--- src/rtl/adc_pkg.sv ---
`default_nettype none
// ============================================================================
// Module      : adc_pkg
// Description : Shared types and widths for the MAX10 ADC scan sequencer.
// Revision    : 1.0 - initial release
// ============================================================================
package adc_pkg;

  localparam int ADC_DATA_W = 12;  // ADC sample width
  localparam int ADC_CH_W   = 5;   // Avalon-ST channel field width
  localparam int CH_IDX_W   = 3;   // logical channel index width (up to 8 channels)

  typedef enum logic [1:0] {
    IDLE = 2'd0,
    PICK = 2'd1,
    CMD  = 2'd2,
    WAIT = 2'd3
  } seq_state_t;

endpackage : adc_pkg
`default_nettype wire

--- src/rtl/adc_rr_pick.sv ---
`default_nettype none
// ============================================================================
// Module      : adc_rr_pick
// Description : Combinational round-robin picker. Returns the first enabled
//               channel strictly after i_last, wrapping at NUM_CH. When only
//               i_last itself is enabled, it is picked again.
// Revision    : 1.0 - initial release
// ============================================================================
module adc_rr_pick #(
  parameter int NUM_CH = 8,
  parameter int IDX_W  = 3
) (
  input  logic [NUM_CH-1:0] i_mask,
  input  logic [IDX_W-1:0]  i_last,
  output logic [IDX_W-1:0]  o_next,
  output logic              o_found
);

  logic [IDX_W-1:0] w_idx;

  // Scan from farthest to nearest so the nearest enabled channel wins last
  always_comb begin
    o_next  = '0;
    o_found = 1'b0;
    w_idx   = '0;
    for (int i = NUM_CH; i >= 1; i--) begin
      w_idx = IDX_W'((int'(i_last) + i) % NUM_CH);
      if (i_mask[w_idx]) begin
        o_next  = w_idx;
        o_found = 1'b1;
      end
    end
  end

endmodule : adc_rr_pick
`default_nettype wire

--- src/rtl/adc_scan_sequencer.sv ---
`default_nettype none
// ============================================================================
// Module      : adc_scan_sequencer
// Description : Round-robin scanner in front of the MAX10 modular ADC command
//               port. One command outstanding at a time; each matching
//               response is stored in a per-channel result file.
// Revision    : 1.0 - initial release
// ============================================================================
module adc_scan_sequencer
  import adc_pkg::*;
#(
  parameter int NUM_CH      = 8,
  parameter int CH_OFFSET   = 1,
  parameter int TIMEOUT_CYC = 255
) (
  input  logic                  sys_clk,
  input  logic                  reset,
  input  logic                  scan_en,
  input  logic [NUM_CH-1:0]     ch_mask,
  output logic                  cmd_valid,
  output logic [ADC_CH_W-1:0]   cmd_channel,
  output logic                  cmd_sop,
  output logic                  cmd_eop,
  input  logic                  cmd_ready,
  input  logic                  rsp_valid,
  input  logic [ADC_CH_W-1:0]   rsp_channel,
  input  logic [ADC_DATA_W-1:0] rsp_data,
  output logic                  smp_valid,
  output logic [CH_IDX_W-1:0]   smp_ch,
  output logic [ADC_DATA_W-1:0] smp_data,
  input  logic [CH_IDX_W-1:0]   rd_ch,
  output logic [ADC_DATA_W-1:0] rd_data,
  output logic                  scan_done,
  output logic                  err_timeout,
  output logic                  err_chan,
  input  logic                  err_clr
);

  localparam int TIMER_W = $clog2(TIMEOUT_CYC + 1);

  seq_state_t              r_state;
  seq_state_t              w_state_nxt;
  logic [CH_IDX_W-1:0]     r_last;
  logic [CH_IDX_W-1:0]     r_cur;
  logic [ADC_CH_W-1:0]     r_cmd_channel;
  logic [TIMER_W-1:0]      r_timer;
  logic                    r_smp_valid;
  logic [CH_IDX_W-1:0]     r_smp_ch;
  logic [ADC_DATA_W-1:0]   r_smp_data;
  logic                    r_scan_done;
  logic                    r_err_timeout;
  logic                    r_err_chan;
  logic [ADC_DATA_W-1:0]   r_rf [NUM_CH];

  logic [CH_IDX_W-1:0]     w_pick_next;
  logic                    w_pick_found;
  logic [CH_IDX_W-1:0]     w_top_ch;
  logic                    w_cmd_valid;
  logic                    w_handshake;
  logic                    w_accept;
  logic                    w_rsp_bad;
  logic                    w_timeout;
  logic                    w_pass_end;

  adc_rr_pick #(
    .NUM_CH (NUM_CH),
    .IDX_W  (CH_IDX_W)
  ) u_pick (
    .i_mask  (ch_mask),
    .i_last  (r_last),
    .o_next  (w_pick_next),
    .o_found (w_pick_found)
  );

  // Highest enabled channel marks the end of a scan pass
  always_comb begin
    w_top_ch = '0;
    for (int i = 0; i < NUM_CH; i++) begin
      if (ch_mask[i]) w_top_ch = CH_IDX_W'(i);
    end
  end

  // Next-state decode and per-cycle strobes
  always_comb begin
    w_state_nxt = r_state;
    w_cmd_valid = 1'b0;
    w_handshake = 1'b0;
    w_accept    = 1'b0;
    w_rsp_bad   = 1'b0;
    w_timeout   = 1'b0;
    case (r_state)
      IDLE: begin
        if (scan_en && (|ch_mask)) w_state_nxt = PICK;
      end
      PICK: begin
        w_state_nxt = w_pick_found ? CMD : IDLE;
      end
      CMD: begin
        // A command, once presented, stays up until accepted
        w_cmd_valid = 1'b1;
        if (cmd_ready) begin
          w_handshake = 1'b1;
          w_state_nxt = WAIT;
        end
      end
      WAIT: begin
        if (rsp_valid && (rsp_channel == r_cmd_channel)) begin
          w_accept = 1'b1;
        end else begin
          w_rsp_bad = rsp_valid;
          w_timeout = (r_timer == TIMER_W'(TIMEOUT_CYC));
        end
        if (w_accept || w_timeout) w_state_nxt = scan_en ? PICK : IDLE;
      end
      default: w_state_nxt = IDLE;
    endcase
  end

  assign w_pass_end = (w_accept || w_timeout) && (r_cur == w_top_ch) && ch_mask[r_cur];

  // State register
  always_ff @(posedge sys_clk) begin
    if (reset) r_state <= IDLE;
    else       r_state <= w_state_nxt;
  end

  // Channel bookkeeping and response timer
  always_ff @(posedge sys_clk) begin
    if (reset) begin
      r_last        <= CH_IDX_W'(NUM_CH - 1);
      r_cur         <= '0;
      r_cmd_channel <= '0;
      r_timer       <= '0;
    end else begin
      if ((r_state == PICK) && w_pick_found) begin
        r_cur         <= w_pick_next;
        r_cmd_channel <= ADC_CH_W'(w_pick_next) + ADC_CH_W'(CH_OFFSET);
      end
      if (w_handshake)           r_timer <= '0;
      else if (r_state == WAIT)  r_timer <= r_timer + 1'b1;
      if (w_accept || w_timeout) r_last  <= r_cur;
    end
  end

  // Sample output, result file and pass-complete pulse
  always_ff @(posedge sys_clk) begin
    if (reset) begin
      r_smp_valid <= 1'b0;
      r_smp_ch    <= '0;
      r_smp_data  <= '0;
      r_scan_done <= 1'b0;
      for (int i = 0; i < NUM_CH; i++) r_rf[i] <= '0;
    end else begin
      r_smp_valid <= w_accept;
      r_scan_done <= w_pass_end;
      if (w_accept) begin
        r_smp_ch     <= r_cur;
        r_smp_data   <= rsp_data;
        r_rf[r_cur]  <= rsp_data;
      end
    end
  end

  // Sticky error flags; a new error beats a simultaneous clear
  always_ff @(posedge sys_clk) begin
    if (reset) begin
      r_err_timeout <= 1'b0;
      r_err_chan    <= 1'b0;
    end else begin
      if (w_timeout)    r_err_timeout <= 1'b1;
      else if (err_clr) r_err_timeout <= 1'b0;
      if (w_rsp_bad)    r_err_chan    <= 1'b1;
      else if (err_clr) r_err_chan    <= 1'b0;
    end
  end

  assign cmd_valid   = w_cmd_valid;
  assign cmd_channel = r_cmd_channel;
  assign cmd_sop     = 1'b1;
  assign cmd_eop     = 1'b1;
  assign smp_valid   = r_smp_valid;
  assign smp_ch      = r_smp_ch;
  assign smp_data    = r_smp_data;
  assign scan_done   = r_scan_done;
  assign err_timeout = r_err_timeout;
  assign err_chan    = r_err_chan;
  assign rd_data     = (int'(rd_ch) < NUM_CH) ? r_rf[rd_ch] : '0;

endmodule : adc_scan_sequencer
`default_nettype wire

--- config.mk ---
export PLATFORM = sky130hd
export DESIGN_NAME = adc_scan_sequencer
export DESIGN_NICKNAME = d
export VERILOG_FILES = /design/src/rtl/adc_pkg.sv /design/src/rtl/adc_rr_pick.sv /design/src/rtl/adc_scan_sequencer.sv
export SDC_FILE = /design/constraint.sdc
export NUM_CORES = 1
export LEC_CHECK = 0
export ABC_CLOCK_PERIOD_IN_PS = 8300
export BUFFER_PORTS_ARGS = -buffer_cell sky130_fd_sc_hd__buf_2
export CAP_MARGIN = 5
export CORE_ASPECT_RATIO = 1.75
export CORE_MARGIN = 4
export CORE_UTILIZATION = 65
export CTS_BUF_LIST = sky130_fd_sc_hd__clkbuf_4
export DETAILED_ROUTE_END_ITERATION = 7
export PLACE_DENSITY_LB_ADDON = 0.12
export SYNTH_ARGS = -nofsm -noshare
export SYNTH_HDL_FRONTEND = slang
export SYNTH_SLANG_ARGS = --single-unit
--- constraint.sdc ---
create_clock -name sys_clk -period 8.3 [get_ports sys_clk]
set_input_delay 0.83 -clock sys_clk [delete_from_list [all_inputs] [get_ports sys_clk]]
set_output_delay 0.83 -clock sys_clk [all_outputs]
set_load 0.02 [all_outputs]
======== Word level (Yosys, flattened, before mapping) ========
Memory sizes are Yosys's and may differ from the RTL's.
Cells that the tools add are included.
word-level totals
  RAM bits ................................ 96
  memories kept ........................... 1
  logic and storage cells ................. 123
  register bits after elaboration ......... 40
  input bits .............................. 34
operators by class
  $lt $le $gt $ge ......................... 9
  muxes and demuxes ....................... 69
  add/sub/neg operators ................... 10
  equality and inequality tests ........... 9
  reduce and logical (&&, ||, !) cells .... 14
memories
  memory  words  width  rd ports  clocked after memory_dff  write ports  RTL line                  RTL
  r_rf    8      12     1         0                         8            adc_scan_sequencer.sv:53  logic [ADC_DATA_W-1:0] r_rf [NUM_CH];
operators with widths
  operator             number
  $mux 3               15
  $mux 1               39
  $lt 3x4->1 const B   9
  $bmux 1 s3           9
  $add 3x3->3 const B  4
  $mux 12              1
  $reduce_or 12->1     1
  $add 8x1->8 const B  1
  $eq 8x8->1 const B   1
  $mux 2               4
  $pmux 2 s4           1
  $reduce_or 8->1      1
  $add 3x1->3 const B  2
  $add 3x2->3 const B  2
  $ne 2x2->1 const B   3
  $eq 5x5->1           1
  $logic_and 1x1->1    5
  $add 3x1->4 const B  1
  $eq 2x2->1 const B   2
  $reduce_bool 2->1    2
  $eq 3x3->1           1
  $reduce_and 3->1     1
  $eq 2x1->1 const B   1
  $logic_not 2->1      1
  2 further kinds      3

======== Logic depth before layout (Yosys ltp) ========
Gate-level depths: netlist (run 1).
  depth after elaboration ................. 13
  gate-level depth with buffers ........... 16

======== Modules after synthesis ========
Synthesis (run 1) repeated with hierarchy kept, for this count alone.
unflattened totals
  cell total of the unflattened synthesis .. 561
  area total of the unflattened synthesis .. 6612.6 um2
modules (own cells, without submodules)
  module              cells an instance  area each (um2)  instances  sequential area each (um2)
  adc_scan_sequencer  484                5938.2           1          3663.5
  adc_rr_pick         77                 674.4            1          0.0

======== Least setup slack after synthesis (run 1) ========
OpenSTA, ideal clock, no wires.
  path type ............................... register to register
  from .................................... register r_last[1]
  to ...................................... register r_cmd_channel[2] (netlist: cmd_channel[2])
  arrival ................................. 3.621 ns
  slack ................................... 4.596 ns
  data required time ...................... 8.217 ns
  library setup time ...................... 0.083 ns
  cell stages (with the launch flop) ...... 16
  cell sequence ........................... dfxtp_1 buf_2 buf_1 inv_1 ha_1 buf_2 mux4_2 mux2_2 or3_1 a311o_1 a32oi_2 inv_1 ha_1 nor2_1 o211ai_1 o221ai_1
on the way
  longest elaborated chain between the ends .. 12
  elaborated cells between the ends (all ways) .. 42
  those cells by class .................... add/sub (9); mux (32); reduce/logical (1)
RTL lines
  element                       RTL line                   RTL
  start, declared               adc_scan_sequencer.sv:43   logic [CH_IDX_W-1:0] r_last;
  start signal, assigned        adc_scan_sequencer.sv:130  r_last <= CH_IDX_W'(NUM_CH - 1);
  start signal, assigned        adc_scan_sequencer.sv:141  if (w_accept || w_timeout) r_last <= r_cur;
  $add 3x1->3                   adc_rr_pick.sv:27          w_idx = IDX_W'((int'(i_last) + i) % NUM_CH);
  $bmux 1 s3                    adc_rr_pick.sv:28          if (i_mask[w_idx]) begin
  $mux 1 (implied by the code)  adc_rr_pick.sv:28
  $mux 3 (7 in a row)           adc_rr_pick.sv:28
  $mux 3 (*)                    adc_rr_pick.sv:28
  net u_pick.o_next[1]          adc_rr_pick.sv:15          output logic [IDX_W-1:0] o_next,
  $add 3x1->4 (*)               adc_scan_sequencer.sv:137  r_cmd_channel <= ADC_CH_W'(w_pick_next) + ADC_CH_W'(CH_OFFSET);
  end signal, assigned          adc_scan_sequencer.sv:137
  end, declared                 adc_scan_sequencer.sv:45   logic [ADC_CH_W-1:0] r_cmd_channel;
The timed path passes the listed nets; every way through them passes the cells marked *. The select of a mux whose other input is x is not followed.
A chain may end at the register's enable or synchronous reset.

======== Worst setup path in the final report (run 1) ========
  from .................................... register r_last[0]
  to ...................................... register r_cmd_channel[2] (netlist: cmd_channel[2])
The elaborated chain is that of the path after synthesis.

==> results of run 1 <==
==> cell usage in the layout, fill, tap and decap left out, types with 3 or more instances in the layout <==
cell and instances:
o21ai_0 18, and2_1 99, buf_4 8, or2_2 3
mux2i_1 32, nand2_1 25, xnor2_1 6, dfxtp_1 39
bufinv_16 5, a21oi_1 17, a211oi_1 7, nand3_1 4
o211ai_1 3, clkbuf_4 18, mux4_2 35, ha_1 4
nor2_1 51, a221oi_1 3, or3_1 4, nand2b_1 5
nand4_1 3, inv_1 13, buf_2 69, nor3_1 6
xor2_1 7, conb_1 3, a31oi_1 3, mux2_2 17
edfxtp_1 96
==> cell families (layout without fill, tap and decap cells) <==
family                   count (synthesis)  count (layout)  synth area share
multiplexers                            85              85            0.1889
AO/OA/AOI/OAI                           69              69           0.06700
XOR/XNOR                                13              13           0.01626
buffers and inverters                   56             121           0.03430
AND/OR/NAND/NOR                        212             212            0.1622
flip-flops                             135             135            0.5231
other                                    2               3          0.001072
adder cells (fa/ha/maj)                  4               4          0.007147
==> worst max path at each step <==
stage	depth (start not counted)	slack (ns)	startpoint	to
floorplan	15	4.60	r_last[1]	cmd_channel[2]
global placement	13	4.21	r_last[0]	cmd_channel[2]
detailed placement	13	4.07	r_last[0]	cmd_channel[2]
CTS	13	4.02	r_last[0]	cmd_channel[2]
global route	9	3.70	r_last[0]	cmd_channel[0]
finish	13	4.02	r_last[0]	cmd_channel[2]
==> registers in the layout, indices dropped and copies added (netlist names), named ones only <==
name         cells
smp_ch           3
r_state          1
err_chan         1
r_cur            3
r_rf            96
cmd_channel      4
scan_done        1
r_last           3
smp_data        12
r_timer          8
smp_valid        1
err_timeout      1
==> stage by stage <==
step | cell area, µm² | setup WS [ns] | std cells | hold slack (ns)
final | 7724 | 4.017 | 769 | 0.4979
after global routing | 7724 | 3.698 | 769 | 0.5361
after CTS | 7724 | 4.020 | 769 | 0.4978
after detailed placement | 7385 | 4.066 | 738 | 0.4796
after global placement | 7385 | 4.206 | 738 | 0.4648
after floorplan | 7007 | 4.596 | 577 | 0.4672
==> final cells by class <==
cell class	count	area, µm²
Inverter	13	48.80
Timing Repair Buffer	77	405.4
Clock buffer	18	135.1
Clock inverter	13	203.9
Tap cell	127	158.9
Multi-Input combinational cell	386	3108
Sequential cell	135	3664
Fill cell	718	2699
==> critical path, delay by kind of cell (launching register included) <==
kind / cells / cell delay, ns
and+or+nand+nor: 3 / 0.63
adders and majority gates: 2 / 0.93
buffers and inverters: 2 / 0.32
muxes: 2 / 0.68
AOI/OAI and AO/OA: 4 / 0.80
DFF: 1 / 0.83
==> layer usage <==
layer | GRT usage | part of all wire | vias up
met2 | 0.4927 | 0.56 | 174
met4 | 0.1482 | 0.048 | 0
met3 | 0.05729 | 0.049 | 51
met5 | 0 | 0 | -
met1 | 0.2858 | 0.35 | 2312
li1 | - | - | 2211
==> power groups by stage <==
stage	sequential (mW)	clock, mW	combinational, mW
2_1_floorplan	0.760	0	0.0942
3_3_place_gp	0.764	0	0.134
3_5_place_dp	0.766	0	0.137
4_1_cts	0.751	0.511	0.137
5_1_grt	0.753	0.539	0.149
6_report	0.751	0.503	0.137
==> impl_metrics.yaml, run 1 <==
outcome:
  status: "complete, no violations"
die:
  die_y_um: 145.3
  die_x_um: 86.47
  die_area_um2: 12560
  placementRows: 49
  ios: 73
  start_util: 0.6719
  coreArea_um2: 10420
grt:
  first_global_vias: 5048
  grt_remaining_overflow: 0
  grt_pass1_wl_um: 25700
  grt_max_degree: 32
  track_usage: 0.2730
  antenna_found_initial: 0
synth:
  synth_area_um2: 7003
  yosysTopAreaCell: "edfxtp_1"
  synth_area_per_cell_um2: 12.16
  yosysWarnings: 0
  synth_cell_types: 57
  synth_enable_flop_cells: 96
  synth-async-reset-ratio: 0
  synth_ff_type: "edfxtp_1"
  ys_ff_latch: 135
  netlist_top_cells_area: "edfxtp_1 (41%), mux4_2 (11%), dfxtp_1 (11%)"
  syn_inst: 576
  synth_seq_area_share: 0.5231
  synth.most_common_cell: "and2_1"
  synthTopCellsByCount: "and2_1 (99), edfxtp_1 (96), nor2_1 (51), dfxtp_1 (39), mux4_2 (35)"
  yosysTopAreaCellShare: 0.4116
timing:
  finalClockSkew_ns: 0.01677
  finalSetupTns_ns: 0
  worst_slew_pin_slew_ns: 1.044
  hold_violations: 0
  rsz0062_at_grt: "no"
  final-max-slew-violation-count: 0
  finalCriticalPeriod_ns: 4.283
  finalSetupViolCount: 0
  slew_headroom: 0.2987
  period_share: 0.5160
  fmax_mhz: 233.5
routing:
  dr.pass1.iters: 5
  post_drt_wl_per_cell_um: 21.17
  initialDrtViolationCount: 320
  viasPerCell: 6.174
  dr_total_vias: 4748
  drc_errors: 0
  ant_nets: 0
  wl_um: 16280
worst_setup_path:
  path_max_fanout: 16
  slowest_stage: "dfxtp_1"
  crit_chain: "inv_1 -> ha_1 -> mux4_2 -> mux2i_4 -> and3b_1 -> or3_1 -> a311o_1 -> a32oi_2 -> inv_1 -> ha_1 -> nor2_1 -> o211ai_1 -> o221ai_1"
  end_kind: "register"
  arrival_ns: 4.72
  r2r_end: "cmd_channel[2]"
  start_kind: "register"
  cp_data_required_time_ns: 8.73
  ff2ff_setup_slack_ns: 4.02
  slowest_delay_ns: 0.83
  r2r_cells: 13
  worstSetupPathType: "register to register"
  rr_startpoint: "r_last[0]"
power:
  p_leak_nw: 3.173
  p_per_area_nw_per_um2: 180.0
  vdd_drop_max_mv: 0.1133
  p_sw_frac: 0.2354
  power_frac_comb: 0.099
  p_int_mw: 1.063
  seqPwrFrac: 0.540
  pwr-share-clk: 0.362
  power.net_switching_uw: 327.2
  fin_total_pwr_mw: 1.390
clock_network:
  cts_sinks: 135
  clkTransAtPathRegs_ns: 0.12
  numCtsBuffers: 17
  cts_hold_buf: 0
  ctsRootBufferMaster: "clkbuf_4"
  cts_tree: "built"
  cts_setup_buffers: 0
  htree_num_levels: 4
  clk_latency_ns: 0.52
  cts.path.max_buffers: 2
  cts_resized: 0
cells_and_area:
  syn_to_final_growth_pct: 10.29
  antenna_cells: 0
  final_layout_size_suffix_gt1_frac: 0.2617
  fin_util: 0.7411
  fin_nets: 668
min_path:
  hold_path_depth: 2
  hold_class: "register to register"
  whs_endpoint: "cmd_channel[1]"
  min_from: "cmd_channel[1]"
placement:
  routabilityCongestion: 0.9559
  dp_hpwl_um: 11390
  port_buffers: 69
flow_run:
  maxCapViolCount: 0
Note: power is estimated with default switching activity, not from simulation.
==> run 2, diff against run 1 <==
--- a/config.mk
+++ b/config.mk
@@ -5,12 +5,12 @@
 export SDC_FILE = /design/constraint.sdc
 export NUM_CORES = 1
 export LEC_CHECK = 0
-export ABC_CLOCK_PERIOD_IN_PS = 8300
+export ABC_CLOCK_PERIOD_IN_PS = 4200
 export BUFFER_PORTS_ARGS = -buffer_cell sky130_fd_sc_hd__buf_2
 export CAP_MARGIN = 5
 export CORE_ASPECT_RATIO = 1.75
 export CORE_MARGIN = 4
-export CORE_UTILIZATION = 65
+export CORE_UTILIZATION = 61
 export CTS_BUF_LIST = sky130_fd_sc_hd__clkbuf_4
 export DETAILED_ROUTE_END_ITERATION = 7
 export PLACE_DENSITY_LB_ADDON = 0.12
==> constraint.sdc (replaced) <==
create_clock -name sys_clk -period 4.2 [get_ports sys_clk]
set_input_delay 0.42 -clock sys_clk [delete_from_list [all_inputs] [get_ports sys_clk]]
set_output_delay 0.42 -clock sys_clk [all_outputs]
set_load 0.02 [all_outputs]
==> impl_metrics.yaml, run 2 (synthesis results as in run 1) <==
clock_network:
  clk_latency_ns: 0.53
  cts_setup_buffers: 0
  clkTransAtPathRegs_ns: 0.12
  htree_num_levels: 4
  cts_resized: 0
  cts_sinks: 135
  ctsRootBufferMaster: "clkbuf_4"
  numCtsBuffers: 17
  cts.path.max_buffers: 2
  cts_tree: "built"
  cts_hold_buf: 0
timing:
  worst_slew_pin_slew_ns: 1.015
  finalSetupTns_ns: 0
  period_share: 0.8496
  fmax_mhz: 280.2
  final-max-slew-violation-count: 0
  slew_headroom: 0.3206
  finalClockSkew_ns: 0.01739
  finalSetupViolCount: 0
  hold_violations: 0
  rsz0062_at_grt: "no"
  final.setup.worst_slack_ns: 0.6316
  finalCriticalPeriod_ns: 3.568
outcome:
  status: "complete, no violations"
cells_and_area:
  layout_commonest_cell: "and2_1"
  fin_cells: 781
  largest_reg_flops: 96
  mostFrequentLayoutCells: "and2_1 (99), edfxtp_1 (96), buf_2 (69)"
  regArea_um2: 3664
  multi_input_area_um2: 3103
  fin_nets: 673
  regMostFlops: "r_rf"
  final.fill_count: 830
  syn_to_final_growth_pct: 9.487
  final_layout_size_suffix_gt1_frac: 0.2654
grt:
  grt_remaining_overflow: 0
  antenna_found_initial: 1
  grt_pass1_wl_um: 25600
  first_global_vias: 4853
  grt_max_degree: 32
  track_usage: 0.2642
die:
  die_y_um: 149.7
  die_x_um: 89.00
  ios: 73
  coreArea_um2: 11170
  start_util: 0.6271
  placementRows: 51
  die_area_um2: 13330
flow_run:
  maxCapViolCount: 0
worst_setup_path:
  path_max_fanout: 14
  worstSetupPathType: "register to register"
  end_kind: "register"
  arrival_ns: 4.01
  start_kind: "register"
  crit_family: "adder cells"
  path_buf_inv: 2
  slowest_stage: "ha_1"
  ff2ff_setup_slack_ns: 0.63
  cp_data_required_time_ns: 4.64
  crit_chain: "inv_1 -> ha_1 -> mux4_2 -> mux2i_4 -> and3b_1 -> or3_1 -> a311o_1 -> a32oi_2 -> inv_1 -> ha_1 -> nor2_1 -> o211ai_1 -> o221ai_1"
  slowest_delay_ns: 0.65
placement:
  routabilityCongestion: 0.9738
  dp_hpwl_um: 11430
  placedCellCount: 748
  dpl_worst_slack_ns: 0.6844
  port_buffers: 69
power:
  fin_total_pwr_mw: 2.505
  p_per_area_nw_per_um2: 326.7
  vdd_drop_max_mv: 0.2394
  p_leak_nw: 3.144
routing:
  ant_nets: 0
  wl_um: 16390
  drc_errors: 0
  dr.pass1.iters: 5
  viasPerCell: 6.119
  dr_total_vias: 4779
  post_drt_wl_per_cell_um: 20.98
  initialDrtViolationCount: 316
min_path:
  hold_class: "input port to register"
-- run 2: cell types whose count changed in the layout (fill, tap and decap cells not counted), sizes merged --
cell / change
diode: +1
clkinvlp: +2
inv: -1
clkinv: +5
clkbuf: -1
bufinv: -4
buf: +5
-- run 2: worst paths after layout --
kind / from / end / depth (start not counted)
max reg2reg: r_last[0] / cmd_channel[2] / 13
min reg2reg: err_chan / err_chan / 2
max: r_last[0] / cmd_channel[2] / 13
min: err_clr / err_chan / 4
-- run 2: metal layers --
layer	global-route usage	routed length [µm]	part of all wire	vias up
met2	0.4847	9229	0.56	178
met4	0.1088	547	0.033	0
met5	0	0	0	-
li1	-	-	-	2222
met1	0.2843	5803	0.35	2332
met3	0.05785	808	0.049	47
-- run 2: through the flow --
step	utilization	instance area, µm²	hold WS (ns)
after global placement	0.6648	7423	0.4602
final	0.6866	7667	0.2118
after detailed placement	0.6648	7423	0.4766
after global routing	0.6866	7667	0.2089
after CTS	0.6864	7665	0.1628
after floorplan	-	7007	0.4672
-- run 2: layout make-up --
cell class	instances	area share
Multi-Input combinational cell	386	0.4047
Tap cell	132	0.02154
Inverter	13	0.006364
Antenna cell	1	0.0003264
Clock buffer	17	0.01664
Timing Repair Buffer	82	0.05777
Sequential cell	135	0.4778
Clock inverter	15	0.01485
-- run 2: power breakdown --
group          switching [mW]  internal [mW]
sequential             0.0258           1.46
clock                   0.470          0.282
combinational           0.161          0.109
total                   0.656           1.85
-- run 2: tightest hold or removal path, cell delays in order --
cell and delay (ns):
buf_2 0.09, inv_1 0.06, a21oi_1 0.07, nor2_1 0.07
